### config.mk
export PLATFORM = sky130hd
export DESIGN_NAME = arb_mux2_1_flat
export DESIGN_NICKNAME = d
export VERILOG_FILES = /design/src/rtl/arb_mux2_1_pkg.sv /design/src/rtl/arb_mux2_1_if.sv /design/src/rtl/arb_mux2_1_rr_arb2.sv /design/src/rtl/arb_mux2_1.sv /design/src/flat_wrapper.sv
export SDC_FILE = /design/constraint.sdc
export NUM_CORES = 1
export LEC_CHECK = 0
export ABC_AREA = 1
export BUFFER_PORTS_ARGS = -buffer_cell sky130_fd_sc_hd__buf_2
export CAP_MARGIN = 40
export CORE_ASPECT_RATIO = 1.5
export CORE_UTILIZATION = 52
export DETAILED_ROUTE_END_ITERATION = 10
export PLACE_DENSITY = 0.79
export SYNTH_ARGS = -nofsm -noshare
export SYNTH_HDL_FRONTEND = slang
export SYNTH_SLANG_ARGS = --single-unit
### constraint.sdc
create_clock -name clk -period 1.4 [get_ports clk]
set_input_delay 0.07 -clock clk [delete_from_list [all_inputs] [get_ports clk]]
set_output_delay 0.07 -clock clk [all_outputs]
set_load 0.005 [all_outputs]
### src/rtl/arb_mux2_1_pkg.sv
// Shared types and defaults for the registered two-input arbitrating selector.
package arb_mux2_1_pkg;

    typedef enum logic {
        SRC_A = 1'b0,
        SRC_B = 1'b1
    } src_e;

    localparam int DEF_WIDTH = 8;
    localparam int DEF_CNT_W = 16;

endpackage

### src/rtl/arb_mux2_1_if.sv
// Stream bundle for arb_mux2_1: two producer channels, one consumer channel, grant counters.
interface arb_mux2_1_if #(
    parameter int WIDTH = arb_mux2_1_pkg::DEF_WIDTH,
    parameter int CNT_W = arb_mux2_1_pkg::DEF_CNT_W
);
    logic             a_valid;
    logic [WIDTH-1:0] a_data;
    logic             a_ready;
    logic             b_valid;
    logic [WIDTH-1:0] b_data;
    logic             b_ready;
    logic             out_valid;
    logic [WIDTH-1:0] out_data;
    logic             out_sel;
    logic             out_ready;
    logic [CNT_W-1:0] cnt_a;
    logic [CNT_W-1:0] cnt_b;

    // Environment side: producers and the downstream consumer.
    modport master (
        output a_valid, a_data, b_valid, b_data, out_ready,
        input  a_ready, b_ready, out_valid, out_data, out_sel, cnt_a, cnt_b
    );

    modport slave (
        input  a_valid, a_data, b_valid, b_data, out_ready,
        output a_ready, b_ready, out_valid, out_data, out_sel, cnt_a, cnt_b
    );
endinterface

### src/rtl/arb_mux2_1_rr_arb2.sv
// Two-requester arbiter: combinational one-hot grant plus the last-winner pointer.
module rr_arb2
    import arb_mux2_1_pkg::*;
(
    input  logic       clk,
    input  logic       rst_n,
    input  logic [1:0] i_req,
    input  logic       i_mode,
    input  logic       i_advance,
    output logic [1:0] o_gnt
);

    src_e r_last_sel;

    // Reset to B so that A wins the first contested cycle.
    always_ff @(posedge clk or negedge rst_n) begin
        if (!rst_n) begin
            r_last_sel <= SRC_B;
        end else if (i_advance) begin
            r_last_sel <= o_gnt[1] ? SRC_B : SRC_A;
        end
    end

    always_comb begin
        o_gnt = 2'b00;
        case (i_req)
            2'b01:   o_gnt = 2'b01;
            2'b10:   o_gnt = 2'b10;
            2'b11:   o_gnt = (i_mode && (r_last_sel == SRC_A)) ? 2'b10 : 2'b01;
            default: o_gnt = 2'b00;
        endcase
    end

endmodule

### src/rtl/arb_mux2_1.sv
// Registered 2:1 stream selector: arbitrates A/B into a one-beat output register
// and counts beats accepted from each input.
module arb_mux2_1
    import arb_mux2_1_pkg::*;
#(
    parameter int WIDTH = DEF_WIDTH,
    parameter int RR    = 1,
    parameter int CNT_W = DEF_CNT_W
) (
    input  logic          clk,
    input  logic          rst_n,
    arb_mux2_1_if.slave   bus
);

    logic             r_out_valid;
    logic [WIDTH-1:0] r_out_data;
    src_e             r_out_sel;
    logic [CNT_W-1:0] r_cnt_a;
    logic [CNT_W-1:0] r_cnt_b;

    logic       w_load_en;
    logic [1:0] w_req;
    logic [1:0] w_gnt;
    logic       w_advance;

    assign w_load_en = !r_out_valid || bus.out_ready;
    // Requests are masked during reset so both readies stay low while rst_n is asserted.
    assign w_req     = {bus.b_valid, bus.a_valid} & {2{w_load_en & rst_n}};
    assign w_advance = |w_gnt;

    rr_arb2 u_arb (
        .clk       (clk),
        .rst_n     (rst_n),
        .i_req     (w_req),
        .i_mode    (RR != 0),
        .i_advance (w_advance),
        .o_gnt     (w_gnt)
    );

    always_ff @(posedge clk or negedge rst_n) begin
        if (!rst_n) begin
            r_out_valid <= 1'b0;
            r_out_data  <= '0;
            r_out_sel   <= SRC_A;
            r_cnt_a     <= '0;
            r_cnt_b     <= '0;
        end else if (w_advance) begin
            r_out_valid <= 1'b1;
            if (w_gnt[1]) begin
                r_out_data <= bus.b_data;
                r_out_sel  <= SRC_B;
                r_cnt_b    <= r_cnt_b + CNT_W'(1);
            end else begin
                r_out_data <= bus.a_data;
                r_out_sel  <= SRC_A;
                r_cnt_a    <= r_cnt_a + CNT_W'(1);
            end
        end else if (w_load_en) begin
            r_out_valid <= 1'b0;
        end
    end

    assign bus.a_ready   = w_gnt[0];
    assign bus.b_ready   = w_gnt[1];
    assign bus.out_valid = r_out_valid;
    assign bus.out_data  = r_out_data;
    assign bus.out_sel   = r_out_sel;
    assign bus.cnt_a     = r_cnt_a;
    assign bus.cnt_b     = r_cnt_b;

endmodule

### src/flat_wrapper.sv
// flat-port wrapper written by rule: the top's interface ports become plain ports
module arb_mux2_1_flat import arb_mux2_1_pkg::*;
#(
    parameter int WIDTH = DEF_WIDTH,
    parameter int RR    = 1,
    parameter int CNT_W = DEF_CNT_W
)
  (clk, rst_n, bus_a_valid, bus_a_data, bus_b_valid, bus_b_data, bus_out_ready, bus_a_ready, bus_b_ready, bus_out_valid, bus_out_data, bus_out_sel, bus_cnt_a, bus_cnt_b);
  arb_mux2_1_if #(.WIDTH(WIDTH), .CNT_W(CNT_W)) bus_i ();
  input  logic clk;
  input  logic rst_n;
  input wire logic [$bits(bus_i.a_valid)-1:0] bus_a_valid;
  input wire logic [$bits(bus_i.a_data)-1:0] bus_a_data;
  input wire logic [$bits(bus_i.b_valid)-1:0] bus_b_valid;
  input wire logic [$bits(bus_i.b_data)-1:0] bus_b_data;
  input wire logic [$bits(bus_i.out_ready)-1:0] bus_out_ready;
  output wire logic [$bits(bus_i.a_ready)-1:0] bus_a_ready;
  output wire logic [$bits(bus_i.b_ready)-1:0] bus_b_ready;
  output wire logic [$bits(bus_i.out_valid)-1:0] bus_out_valid;
  output wire logic [$bits(bus_i.out_data)-1:0] bus_out_data;
  output wire logic [$bits(bus_i.out_sel)-1:0] bus_out_sel;
  output wire logic [$bits(bus_i.cnt_a)-1:0] bus_cnt_a;
  output wire logic [$bits(bus_i.cnt_b)-1:0] bus_cnt_b;
  assign bus_i.a_valid = bus_a_valid;
  assign bus_i.a_data = bus_a_data;
  assign bus_i.b_valid = bus_b_valid;
  assign bus_i.b_data = bus_b_data;
  assign bus_i.out_ready = bus_out_ready;
  assign bus_a_ready = bus_i.a_ready;
  assign bus_b_ready = bus_i.b_ready;
  assign bus_out_valid = bus_i.out_valid;
  assign bus_out_data = bus_i.out_data;
  assign bus_out_sel = bus_i.out_sel;
  assign bus_cnt_a = bus_i.cnt_a;
  assign bus_cnt_b = bus_i.cnt_b;
  arb_mux2_1 #(.WIDTH(WIDTH), .RR(RR), .CNT_W(CNT_W)) u_core (.clk(clk), .rst_n(rst_n), .bus(bus_i));
endmodule
==> results.yml <==
place:
  dp_hpwl_um: 4085
  placedInstanceArea_um2: 2778
  portBuffers: 64
  place.gp.congestion: 0.8656
global_route:
  busiest_layer: "met2"
  track_usage_pct: 25.81
  grt-ovfl-total: 0
  grt_max_degree: 44
  antenna_found_initial: 0
  use_met3_pct: 4.160
  gr-usage-met2_pct: 48.05
  grtUsageMet1_pct: 27.72
  grt_pass1_wl_um: 9680
  grt_pass1_vias: 2306
synth:
  syn_nets: 331
  synth_top_flop_cell: "dfrtp_1"
  yosysSeqAreaShare_pct: 45.97
  synth-adder-area-share_pct: 1.068
  avgSynthCellArea_um2: 7.609
  synth_compound_area_share_pct: 3.364
  ys_async_sr_fraction_pct: 100.0
  muxShareOfSynthArea_pct: 0
  yosysWarnings: 0
  syn_area_um2: 2343
  syn_inst: 308
  synth_xor_area_share_pct: 5.606
  synth_edf_count: 0
  synth_top_family_by_area: "simple AND/OR/NAND/NOR gates"
  ys_types: 22
  synth_seq_cells: 43
  synth-simple-area-share_pct: 37.05
die:
  die_w_um: 56.82
  initial_core_util_pct: 54.73
  rows: 29
  core_area_um2: 4282
  die_area_um2: 4785
  ios: 65
  die_h_um: 84.22
detailed_routing:
  ant_nets: 0
  viasPerCell: 5.269
  wirelength_um: 6228
  drc_errors: 8
  wl_per_cell_um: 13.72
  drt_iter0_markers: 158
  num_vias: 2392
  drt_first_pass_iters: 7
worst_setup_path:
  crit_fanout: 9
  cp.arrival_ns: 1.36
  cpPeakStageDelay_ns: 0.41
  start_kind: "register"
  crit_type: "reg -> out"
  r2r_cells: 8
  slowest_stage: "dfrtp_1"
  worstPathCellList: "a21boi_4 -> nand3_4 -> inv_2 -> buf_2"
  cp.required_ns: 1.33
  cp-end-kind: "output pin"
  crit_family: "flip-flops"
  critPathBufInv: 2
  crit_cells: 4
min_path:
  min_path_cells: 3
  hold_path_class: "in -> reg"
timing:
  skew_ns: 0.009132
  holdWs_ns: -0.003927
  fin_ws_ns: -0.02798
  finalCriticalPeriod_ns: 1.428
  fin_crit_sh_pct: 102.0
  slew_viol_final: 0
  hold_viol: 1
  grt_setup_unrepaired: "yes"
  fmax_mhz: 700.3
  worst_pin_slew_ns: 0.5403
  relSlewSlack_pct: 63.98
  tns_ns: -0.05444
  setup_violations: 2
clock_tree:
  ctsHtreeMaxLevel: 2
  numClockSinks: 43
  root_buffer: "clkbuf_8"
  cts_tree: "yes"
  cts_buffers: 5
  clk_pin_slew_ns: 0.09
  clk_latency_ns: 0.29
  clk_path_buf_depth: 2
final_layout:
  diodes: 0
  final_layout_size_suffix_gt1_share_pct: 32.11
  area_growth_pct: 38.17
  design_area_um2: 3238
  fin_nets: 430
outcome:
  failed_checks: "DRC, hold timing, setup timing"
  outcome: "finished with violations"
power:
  cellPowerDensity_nw_per_um2: 1305
  p_leak_uw: 0.001634
  vdd_drop_max_mv: 0.8519
run:
  cap_viol_max_count: 0
## power breakdown
part	leakage, µW	switching, µW	internal, µW	total [µW]
logic	0.00103	698	630	1330
clock network	0.0000581	448	532	980
registers	0.000546	364	1550	1920
total	0.00163	1510	2710	4220
## cells by family (layout without fill, tap and decap cells)
group | after synthesis | count (layout)
AOI/OAI and AO/OA | 13 | 13
xor gates and xnor gates | 15 | 15
adders and majority gates | 2 | 2
DFF | 43 | 43
buffers and inverters | 36 | 136
and+or+nand+nor | 199 | 199
## state kept, by name, indices dropped and copies added (netlist names)
| name | cells |
|---|---|
| u_core.bus.out_valid | 1 |
| u_core.bus.out_sel | 1 |
| u_core.bus.cnt_a | 16 |
| u_core.bus.out_data | 8 |
| u_core.bus.cnt_b | 16 |
| u_core.u_arb.r_last_sel | 1 |
## worst paths after layout
| kind | startpoint | end | slack, ns |
|---|---|---|---|
| hold / removal | bus_a_data[3] | u_core.bus.out_data[3] | -0.004 |
| hold reg to reg | u_core.bus.out_data[3] | u_core.bus.out_data[3] | 0.50 |
| max in group asynchronous | rst_n | u_core.bus.cnt_a[5] | 0.56 |
| setup reg to reg | u_core.bus.out_valid | u_core.bus.cnt_b[7] | -0.03 |
| setup / recovery | u_core.bus.out_valid | bus_b_ready | -0.03 |
| min in group asynchronous | rst_n | u_core.bus.cnt_b[1] | 0.43 |
## per-layer routing
layer	up-vias	wire length [µm]
li1	1162	-
met4	0	182
met5	-	0
met3	18	283
met2	90	3395
met1	1122	2367
## cell usage after synthesis (2+ instances only)
cell	number	area [µm²]
buf_4	5	37.54
nor2_1	27	101.4
nor2_2	7	43.79
nand3_1	21	105.1
ha_1	2	25.02
nand3_2	4	40.04
xor2_1	12	105.1
nor2_4	2	22.52
nand4_1	10	62.56
xnor2_1	3	26.28
o21ai_0	9	45.04
nand3b_1	3	22.52
dfrtp_1	42	1051
inv_1	28	105.1
o21ai_1	3	15.01
nand2_1	124	465.5
## cells in the final DEF, fill, tap and decap left out, drive strengths merged
cell	instances
dfrtp	42
a21boi	1
nor3	1
buf	84
xor2	12
nand4	10
inv	29
dlygate4sd3	15
o21ai	12
xnor2	3
dfstp	1
clkinv	2
bufinv	1
nand3	25
clkbuf	5
nand3b	3
ha	2
nor2	36
nand2	124
## timing repair
action                                 4_1_cts  5_1_grt
setup endpoints to repair                    2       29
endpoints found under the hold margin       50        0
hold buffers                                15        0
setup buffers                                6        3
pin swaps                                    3       11
gates resized for setup                      6       37
## worst reg2reg max path, delay by kind of cell (launching register included)
family	cells	cell delay, ns
compound gates	1	0.22
buf+inv	2	0.30
flops	1	0.41
simple gates	5	0.40
## through the flow
step	setup WS, ns	util (%)	total power, µW	hold slack [ns]	std cells
detailed placement	0.01802	64.87	3050	0.2460	424
floorplan	0.07851	-	2473	-0.2256	308
global route	-0.1013	75.63	4490	0.01080	454
global placement	0.07737	64.87	3022	0.2361	424
finish	-0.02798	75.63	4224	-0.003927	454
CTS	-0.02683	72.27	4095	0.003086	451
## area by class of cell
| cell class | instances | area [µm²] |
|---|---|---|
| multi-input cells | 229 | 1205 |
| flip-flops and latches | 43 | 1082 |
| fillers | 302 | 1044 |
| inverters | 29 | 111.4 |
| clock inverters | 3 | 43.79 |
| well taps | 46 | 57.56 |
| repair buffers | 99 | 669.4 |
| clock buffers | 5 | 68.82 |
(Power assumes the default switching activity.)
